`src/rtl/lcd_pkg.sv`:
```
// Shared definitions for the HD44780-style LCD write receiver: FSM states,
// instruction opcode masks, busy delays and DDRAM address stepping.
package lcd_pkg;

   localparam int unsigned ADDR_W  = 7;
   localparam int unsigned DATA_W  = 8;
   localparam int unsigned TIMER_W = 24;

   typedef enum logic [1:0] {
      ST_IDLE   = 2'd0,
      ST_DECODE = 2'd1,
      ST_BUSY   = 2'd2
   } state_e;

   typedef enum logic [3:0] {
      CMD_NOP,
      CMD_CLEAR,
      CMD_HOME,
      CMD_ENTRY,
      CMD_DISPLAY,
      CMD_SHIFT,
      CMD_FUNC,
      CMD_CGRAM,
      CMD_DDRAM
   } cmd_e;

   // Instruction classes are identified by their leading one bit
   localparam logic [DATA_W-1:0] MASK_DDRAM   = 8'h80, OP_DDRAM   = 8'h80;
   localparam logic [DATA_W-1:0] MASK_CGRAM   = 8'hC0, OP_CGRAM   = 8'h40;
   localparam logic [DATA_W-1:0] MASK_FUNC    = 8'hE0, OP_FUNC    = 8'h20;
   localparam logic [DATA_W-1:0] MASK_SHIFT   = 8'hF0, OP_SHIFT   = 8'h10;
   localparam logic [DATA_W-1:0] MASK_DISPLAY = 8'hF8, OP_DISPLAY = 8'h08;
   localparam logic [DATA_W-1:0] MASK_ENTRY   = 8'hFC, OP_ENTRY   = 8'h04;
   localparam logic [DATA_W-1:0] MASK_HOME    = 8'hFE, OP_HOME    = 8'h02;
   localparam logic [DATA_W-1:0] MASK_CLEAR   = 8'hFF, OP_CLEAR   = 8'h01;

   localparam logic [ADDR_W-1:0] ADDR_1L_LAST  = 7'h4F;
   localparam logic [ADDR_W-1:0] ADDR_L1_LAST  = 7'h27;
   localparam logic [ADDR_W-1:0] ADDR_L2_FIRST = 7'h40;
   localparam logic [ADDR_W-1:0] ADDR_L2_LAST  = 7'h67;

   function automatic logic [TIMER_W-1:0] delay_40us(input longint unsigned clk_freq);
      return TIMER_W'((clk_freq * 64'd40) / 64'd1000000);
   endfunction

   function automatic logic [TIMER_W-1:0] delay_1_52ms(input longint unsigned clk_freq);
      return TIMER_W'((clk_freq * 64'd152) / 64'd100000);
   endfunction

   function automatic cmd_e decode_cmd(input logic [DATA_W-1:0] dv);
      if ((dv & MASK_DDRAM) == OP_DDRAM)     return CMD_DDRAM;
      if ((dv & MASK_CGRAM) == OP_CGRAM)     return CMD_CGRAM;
      if ((dv & MASK_FUNC) == OP_FUNC)       return CMD_FUNC;
      if ((dv & MASK_SHIFT) == OP_SHIFT)     return CMD_SHIFT;
      if ((dv & MASK_DISPLAY) == OP_DISPLAY) return CMD_DISPLAY;
      if ((dv & MASK_ENTRY) == OP_ENTRY)     return CMD_ENTRY;
      if ((dv & MASK_HOME) == OP_HOME)       return CMD_HOME;
      if ((dv & MASK_CLEAR) == OP_CLEAR)     return CMD_CLEAR;
      return CMD_NOP;
   endfunction

   // Two-line mode joins 0x00..0x27 and 0x40..0x67 into one 80-cell ring
   function automatic logic [ADDR_W-1:0] next_addr(input logic [ADDR_W-1:0] a,
                                                   input logic inc,
                                                   input logic two);
      if (inc) begin
         if (two && a == ADDR_L1_LAST) return ADDR_L2_FIRST;
         if (two && a == ADDR_L2_LAST) return '0;
         if (!two && a == ADDR_1L_LAST) return '0;
         return a + ADDR_W'(1);
      end
      if (two && a == ADDR_L2_FIRST) return ADDR_L1_LAST;
      if (a == '0) return two ? ADDR_L2_LAST : ADDR_1L_LAST;
      return a - ADDR_W'(1);
   endfunction

endpackage

```
`src/rtl/lcd_strobe_sync.sv`:
```
// Two-flop synchronizer for the LCD bus with falling-edge detect on e;
// rs/d are carried through the same stages so they align with the edge.
module lcd_strobe_sync
   import lcd_pkg::*;
(
   input  logic              clock,
   input  logic              internal_reset,
   input  logic              e,
   input  logic              rs,
   input  logic [DATA_W-1:0] d,
   output logic              fall_c,
   output logic              rs_sync,
   output logic [DATA_W-1:0] d_sync
);

   logic              e_s1, e_s2, e_s2_q;
   logic              rs_s1;
   logic [DATA_W-1:0] d_s1;

   always_ff @(posedge clock) begin
      if (internal_reset) begin
         e_s1    <= 1'b0;
         e_s2    <= 1'b0;
         e_s2_q  <= 1'b0;
         rs_s1   <= 1'b0;
         rs_sync <= 1'b0;
         d_s1    <= '0;
         d_sync  <= '0;
      end else begin
         e_s1    <= e;
         e_s2    <= e_s1;
         e_s2_q  <= e_s2;
         rs_s1   <= rs;
         rs_sync <= rs_s1;
         d_s1    <= d;
         d_sync  <= d_s1;
      end
   end

   assign fall_c = e_s2_q & ~e_s2;

endmodule

```
`src/rtl/lcd_rx.sv`:
```
// LCD controller write-side emulation: decodes instruction/data strobes,
// tracks the DDRAM address counter and control flags, emulates busy timing.
module lcd_rx
   import lcd_pkg::*;
#(
   parameter int unsigned CLK_FREQ = 100000000
) (
   input  logic              clock,
   input  logic              internal_reset,
   input  logic              rs,
   input  logic              e,
   input  logic [DATA_W-1:0] d,
   output logic              char_valid,
   output logic [ADDR_W-1:0] char_addr,
   output logic [DATA_W-1:0] char_data,
   output logic [ADDR_W-1:0] addr_counter,
   output logic              display_on,
   output logic              cursor_on,
   output logic              blink_on,
   output logic              entry_inc,
   output logic              entry_shift,
   output logic              two_line,
   output logic              busy,
   output logic              overrun
);

   localparam logic [TIMER_W-1:0] D_40US    = delay_40us(64'(CLK_FREQ));
   localparam logic [TIMER_W-1:0] D_1_52MS  = delay_1_52ms(64'(CLK_FREQ));

   logic               fall_c;
   logic               rs_sync;
   logic [DATA_W-1:0]  d_sync;
   state_e             state;
   logic [TIMER_W-1:0] timer;

   lcd_strobe_sync u_sync (
      .clock          (clock),
      .internal_reset (internal_reset),
      .e              (e),
      .rs             (rs),
      .d              (d),
      .fall_c         (fall_c),
      .rs_sync        (rs_sync),
      .d_sync         (d_sync)
   );

   // Command is applied on the edge entering DECODE so results land on the
   // third edge after e is first sampled low; busy covers exactly the delay.
   always_ff @(posedge clock) begin
      if (internal_reset) begin
         state        <= ST_IDLE;
         timer        <= '0;
         busy         <= 1'b0;
         char_valid   <= 1'b0;
         overrun      <= 1'b0;
         char_addr    <= '0;
         char_data    <= '0;
         addr_counter <= '0;
         display_on   <= 1'b0;
         cursor_on    <= 1'b0;
         blink_on     <= 1'b0;
         entry_inc    <= 1'b1;
         entry_shift  <= 1'b0;
         two_line     <= 1'b0;
      end else begin
         char_valid <= 1'b0;
         overrun    <= fall_c && (state != ST_IDLE);
         case (state)
            ST_IDLE: begin
               if (fall_c) begin
                  state <= ST_DECODE;
                  busy  <= 1'b1;
                  timer <= D_40US;
                  if (rs_sync) begin
                     char_valid   <= 1'b1;
                     char_addr    <= addr_counter;
                     char_data    <= d_sync;
                     addr_counter <= next_addr(addr_counter, entry_inc, two_line);
                  end else begin
                     case (decode_cmd(d_sync))
                        CMD_CLEAR: begin
                           addr_counter <= '0;
                           entry_inc    <= 1'b1;
                           timer        <= D_1_52MS;
                        end
                        CMD_HOME: begin
                           addr_counter <= '0;
                           timer        <= D_1_52MS;
                        end
                        CMD_ENTRY: begin
                           entry_inc   <= d_sync[1];
                           entry_shift <= d_sync[0];
                        end
                        CMD_DISPLAY: begin
                           display_on <= d_sync[2];
                           cursor_on  <= d_sync[1];
                           blink_on   <= d_sync[0];
                        end
                        CMD_FUNC:  two_line     <= d_sync[3];
                        CMD_DDRAM: addr_counter <= d_sync[ADDR_W-1:0];
                        default: ;
                     endcase
                  end
               end
            end
            ST_DECODE: begin
               state <= ST_BUSY;
               timer <= timer - TIMER_W'(1);
            end
            ST_BUSY: begin
               if (timer <= TIMER_W'(1)) begin
                  timer <= '0;
                  state <= ST_IDLE;
                  busy  <= 1'b0;
               end else begin
                  timer <= timer - TIMER_W'(1);
               end
            end
            default: state <= ST_IDLE;
         endcase
      end
   end

endmodule

```
`config.mk`:
```
export PLATFORM = sky130hd
export DESIGN_NAME = lcd_rx
export DESIGN_NICKNAME = d
export VERILOG_FILES = /design/src/rtl/lcd_pkg.sv /design/src/rtl/lcd_strobe_sync.sv /design/src/rtl/lcd_rx.sv
export SDC_FILE = /design/constraint.sdc
export NUM_CORES = 1
export LEC_CHECK = 0
export ABC_AREA = 1
export ABC_CLOCK_PERIOD_IN_PS = 2250
export CAP_MARGIN = 10
export CORE_UTILIZATION = 30
export DETAILED_ROUTE_END_ITERATION = 10
export SYNTH_ARGS = -nofsm -noshare
export SYNTH_HDL_FRONTEND = slang
export SYNTH_SLANG_ARGS = --single-unit
```
`constraint.sdc`:
```
create_clock -name clock -period 2.25 [get_ports clock]
set_input_delay 0.3375 -clock clock [delete_from_list [all_inputs] [get_ports clock]]
set_output_delay 0.3375 -clock clock [all_outputs]
set_load 0.05 [all_outputs]
```
==> results of run 1 <==
==> area by class of cell <==
class / count / area [µm²]
Clock inverter: 6 / 71.3
Sequential cell: 78 / 1560
Timing Repair Buffer: 47 / 453
Multi-Input combinational cell: 401 / 1980
Tap cell: 172 / 215
Fill cell: 1369 / 7910
Inverter: 81 / 304
Clock buffer: 10 / 229
==> metrics by stage <==
stage | setup slack, ns | instances
2_1_floorplan | 0.331 | 581
3_3_place_gp | 0.293 | 779
3_5_place_dp | 0.274 | 779
4_1_cts | 0.172 | 795
5_1_grt | 0.0301 | 795
6_report | 0.196 | 795
==> worst min-delay path by stage <==
stage / slack [ns] / startpoint / to / cells after the start
finish: 0.40 / u_sync.d_s1[1] / u_sync.d_sync[1] / 2
global route: 0.41 / u_sync.d_s1[1] / u_sync.d_sync[1] / 2
CTS: 0.40 / u_sync.d_s1[1] / u_sync.d_sync[1] / 2
detailed placement: 0.39 / u_sync.d_s1[1] / u_sync.d_sync[1] / 2
global placement: 0.39 / u_sync.e_s1 / u_sync.e_s2 / 2
floorplan: 0.39 / u_sync.d_s1[0] / u_sync.d_sync[0] / 2
==> registers in the layout (all words and copies together) (netlist names), 2 cells and up <==
register	flops
u_sync.d_sync	8
char_addr	7
addr_counter	7
char_data	8
state	2
u_sync.d_s1	8
timer	24
==> cells in the mapped netlist (all sizes together) <==
| cell type | number | share of area (%) |
|---|---|---|
| a21oi | 52 | 6.6 |
| a31oi | 1 | 0.16 |
| buf | 6 | 0.98 |
| clkbuf | 15 | 1.4 |
| dfxtp | 78 | 40 |
| ha | 7 | 2.2 |
| inv | 81 | 7.7 |
| nand2 | 117 | 12 |
| nand3 | 62 | 7.9 |
| nand3b | 3 | 0.57 |
| nand4 | 19 | 3.2 |
| nor2 | 76 | 8.2 |
| nor3 | 11 | 1.4 |
| nor4 | 1 | 0.16 |
| o211ai | 1 | 0.19 |
| o21a | 1 | 0.19 |
| o21ai | 35 | 4.5 |
| o21bai | 2 | 0.38 |
| or2 | 1 | 0.16 |
| xnor2 | 2 | 0.44 |
| xor2 | 10 | 2.2 |
==> logic make-up after synthesis <==
| logic type | after synthesis | synth area share (%) |
|---|---|---|
| and+or+nand+nor | 290 | 33.3 |
| buffers and inverters | 102 | 10.1 |
| AOI/OAI and AO/OA | 92 | 12.1 |
| DFF | 78 | 39.6 |
| xor gates and xnor gates | 12 | 2.66 |
| adders and majority gates | 7 | 2.22 |
==> report_power, final <==
part / total [µW] / switching [µW] / leakage (µW) / internal [µW]
registers: 1500 / 59.2 / 0.000634 / 1440
logic: 917 / 621 / 0.00130 / 297
clock network: 1450 / 585 / 0.000145 / 869
==> per-layer routing <==
metal  GRT usage [%]  vias up  wire length, µm
met5               0        -                0
met4            5.40        0              115
met3            3.32        8              249
met2            26.2       59             4920
met1            20.5     1697             4900
li1                -     1947                -
==> flow_summary.html, run 1 <==
<table>
<tr><th>Metric</th><th>Value</th></tr>
<tr><th colspan="2">Outcome</th></tr>
<tr><td>Status</td><td>completed</td></tr>
<tr><th colspan="2">Yosys</th></tr>
<tr><td>Average size of a mapped cell</td><td>6.79 µm²</td></tr>
<tr><td>Cells after synthesis</td><td>581</td></tr>
<tr><td>Post-synthesis cell type count</td><td>30</td></tr>
<tr><td>Net count after synthesis</td><td>600</td></tr>
<tr><td>Post-synthesis sequential area ratio</td><td>39.6%</td></tr>
<tr><td>FF+latch count, synth</td><td>78</td></tr>
<tr><td>Total standard cell area after synthesis</td><td>0.00394 mm²</td></tr>
<tr><td>Number of warning messages in the yosys log</td><td>0</td></tr>
<tr><th colspan="2">Clocking</th></tr>
<tr><td>Number of sinks driven by the clock tree</td><td>78</td></tr>
<tr><td>Buffer levels on the longest clock path</td><td>2</td></tr>
<tr><td>Resized cells post-CTS</td><td>0</td></tr>
<tr><td>Post-CTS Setup Bufs</td><td>0</td></tr>
<tr><td>Clock-pin slew reported for the worst setup and hold paths after clock tree synthesis</td><td>0.06 ns</td></tr>
<tr><td>Hold-fix buffers at CTS</td><td>0</td></tr>
<tr><td>Clock tree from TritonCTS</td><td>done</td></tr>
<tr><td>Count of H-tree levels built during CTS</td><td>3</td></tr>
<tr><td>Worst-Skew Late Latency</td><td>0.33 ns</td></tr>
<tr><td>Cell at the root of the clock tree</td><td>sky130_fd_sc_hd__clkbuf_16</td></tr>
<tr><td>TritonCTS buffer count</td><td>9</td></tr>
<tr><th colspan="2">Power</th></tr>
<tr><td>Maximum vdd ir drop</td><td>0.000459 V</td></tr>
<tr><td>Overall power after layout</td><td>3870 µW</td></tr>
<tr><td>Power density over the cells</td><td>804 mW/mm²</td></tr>
<tr><td>Leakage Power</td><td>0.00208 µW</td></tr>
<tr><th colspan="2">Floorplan</th></tr>
<tr><td>Starting density of the core</td><td>31.0%</td></tr>
<tr><td>Core box area</td><td>0.0127 mm²</td></tr>
<tr><td>Number of standard-cell rows in the floorplan</td><td>41</td></tr>
<tr><td>X dimension of the die</td><td>117 µm</td></tr>
<tr><td>Total die area</td><td>0.0136 mm²</td></tr>
<tr><td>Number of placed I/O pins</td><td>43</td></tr>
<tr><td>Die outline height</td><td>117 µm</td></tr>
<tr><th colspan="2">Cells and area</th></tr>
<tr><td>Area of all placed cells without fillers</td><td>0.00482 mm²</td></tr>
<tr><td>Final standard cell utilization of the core</td><td>37.9%</td></tr>
<tr><td>Final nets</td><td>637</td></tr>
<tr><td>Commonest non-fill, non-tap cell in the layout</td><td>sky130_fd_sc_hd__nand2_1</td></tr>
<tr><td>Leading cell types in the layout, fill and taps excluded</td><td>sky130_fd_sc_hd__nand2_1, sky130_fd_sc_hd__dfxtp_1, sky130_fd_sc_hd__inv_1</td></tr>
<tr><td>Proportion of layout cells with a drive suffix above 1</td><td>7.06%</td></tr>
<tr><td>Count of inserted antenna diode cells</td><td>0</td></tr>
<tr><td>Area growth from synthesis to final layout</td><td>22.1%</td></tr>
<tr><th colspan="2">Worst setup path</th></tr>
<tr><td>Cell with the largest stage delay on the worst path</td><td>sky130_fd_sc_hd__clkdlybuf4s50_1</td></tr>
<tr><td>Startpoint of the lowest-slack register-to-register path</td><td>state[0]</td></tr>
<tr><td>Required time reported for the critical path endpoint</td><td>1.91 ns</td></tr>
<tr><td>Max stage delay on crit path</td><td>0.88 ns</td></tr>
<tr><td>Max FO, Critical Path</td><td>9</td></tr>
<tr><td>Arrival time of the worst setup path</td><td>1.72 ns</td></tr>
<tr><td>Kind of critical path</td><td>reg2out</td></tr>
<tr><td>Crit path max-delay family</td><td>buffers and inverters</td></tr>
<tr><td>End of the critical path</td><td>addr_counter[6]</td></tr>
<tr><td>Startpoint types</td><td>flip-flop</td></tr>
<tr><td>Critical register-to-register path endpoint</td><td>timer[23]</td></tr>
<tr><td>Worst setup path startpoint</td><td>addr_counter[6]</td></tr>
<tr><td>Instance count on the critical path</td><td>1</td></tr>
<tr><td>Logic depth of the worst register-to-register path</td><td>11</td></tr>
<tr><td>Number of buffers and inverters on the critical path</td><td>1</td></tr>
<tr><td>Cell Chain, Critical Path</td><td>clkdlybuf4s50_1</td></tr>
<tr><td>R2R setup slack</td><td>0.26 ns</td></tr>
<tr><td>Setup crit end kind</td><td>primary output</td></tr>
<tr><th colspan="2">Detailed routing</th></tr>
<tr><td>Routed WL</td><td>10200 µm</td></tr>
<tr><td>First-pass DRT Iterations</td><td>4</td></tr>
<tr><td>DRC violations left</td><td>0</td></tr>
<tr><td>Total via count after detailed routing</td><td>3711</td></tr>
<tr><td>Number of violations reported at the end of detailed-routing iteration 0</td><td>150</td></tr>
<tr><td>Antenna violation net count after detailed routing</td><td>0</td></tr>
<tr><td>Via density per instance</td><td>4.67</td></tr>
<tr><td>Average detailed-routed wire length per instance</td><td>12.8 µm</td></tr>
<tr><th colspan="2">Timing</th></tr>
<tr><td>Final count of negative-setup-slack endpoints</td><td>0</td></tr>
<tr><td>Pins over their slew limit</td><td>0</td></tr>
<tr><td>Crit path time final</td><td>2.05 ns</td></tr>
<tr><td>Worst hold slack across all endpoints</td><td>0.399 ns</td></tr>
<tr><td>Maximum frequency from static timing analysis</td><td>487 MHz</td></tr>
<tr><td>Final Hold Fails</td><td>0</td></tr>
<tr><td>Transition at the pin with the smallest max-transition slack</td><td>0.819 ns</td></tr>
<tr><td>Setup repair after global routing missed its margin</td><td>false</td></tr>
<tr><td>Setup TNS</td><td>0 ns</td></tr>
<tr><td>Normalized max-slew margin</td><td>45.3%</td></tr>
<tr><td>Period utilization</td><td>91.3%</td></tr>
<tr><td>Worst setup skew after layout</td><td>0.00781 ns</td></tr>
<tr><th colspan="2">Global route</th></tr>
<tr><td>Pin count of the biggest net entering global routing</td><td>51</td></tr>
<tr><td>Number of antenna violations at the first check in global routing</td><td>0</td></tr>
<tr><td>Vias in the first global route</td><td>3540</td></tr>
<tr><td>Overall global routing resource usage</td><td>15.8%</td></tr>
<tr><td>Global-route wire length before repair</td><td>16900 µm</td></tr>
<tr><td>GRT overflow</td><td>0</td></tr>
<tr><th colspan="2">Placed design</th></tr>
<tr><td>Cell Area, Placed</td><td>0.00452 mm²</td></tr>
<tr><td>Detailed Place HPWL</td><td>7330 µm</td></tr>
<tr><td>Placer's final routability congestion estimate</td><td>0.863</td></tr>
<tr><td>Port-buffer cells</td><td>42</td></tr>
<tr><th colspan="2">Job</th></tr>
<tr><td>Count of maximum capacitance violations</td><td>0</td></tr>
<tr><th colspan="2">Worst hold path</th></tr>
<tr><td>Hold/Removal Path Class</td><td>reg2reg</td></tr>
</table>
Power figures use the tool's default switching activity.
==> run 2, diff against run 1 <==
--- a/config.mk
+++ b/config.mk
@@ -9,7 +9,9 @@
 export ABC_CLOCK_PERIOD_IN_PS = 2250
 export CAP_MARGIN = 10
 export CORE_UTILIZATION = 30
+export CTS_CLUSTER_SIZE = 8
 export DETAILED_ROUTE_END_ITERATION = 10
+export SKIP_LAST_GASP = 1
 export SYNTH_ARGS = -nofsm -noshare
 export SYNTH_HDL_FRONTEND = slang
 export SYNTH_SLANG_ARGS = --single-unit
==> results of run 2 <==
The final DEF is identical to that of run 1; final timing and power are the same.
==> run 3, diff against run 2 <==
--- a/config.mk
+++ b/config.mk
@@ -7,7 +7,6 @@
 export LEC_CHECK = 0
 export ABC_AREA = 1
 export ABC_CLOCK_PERIOD_IN_PS = 2250
-export CAP_MARGIN = 10
 export CORE_UTILIZATION = 30
 export CTS_CLUSTER_SIZE = 8
 export DETAILED_ROUTE_END_ITERATION = 10
==> results of run 3 <==
The final DEF is identical to that of run 1; final timing and power are the same.
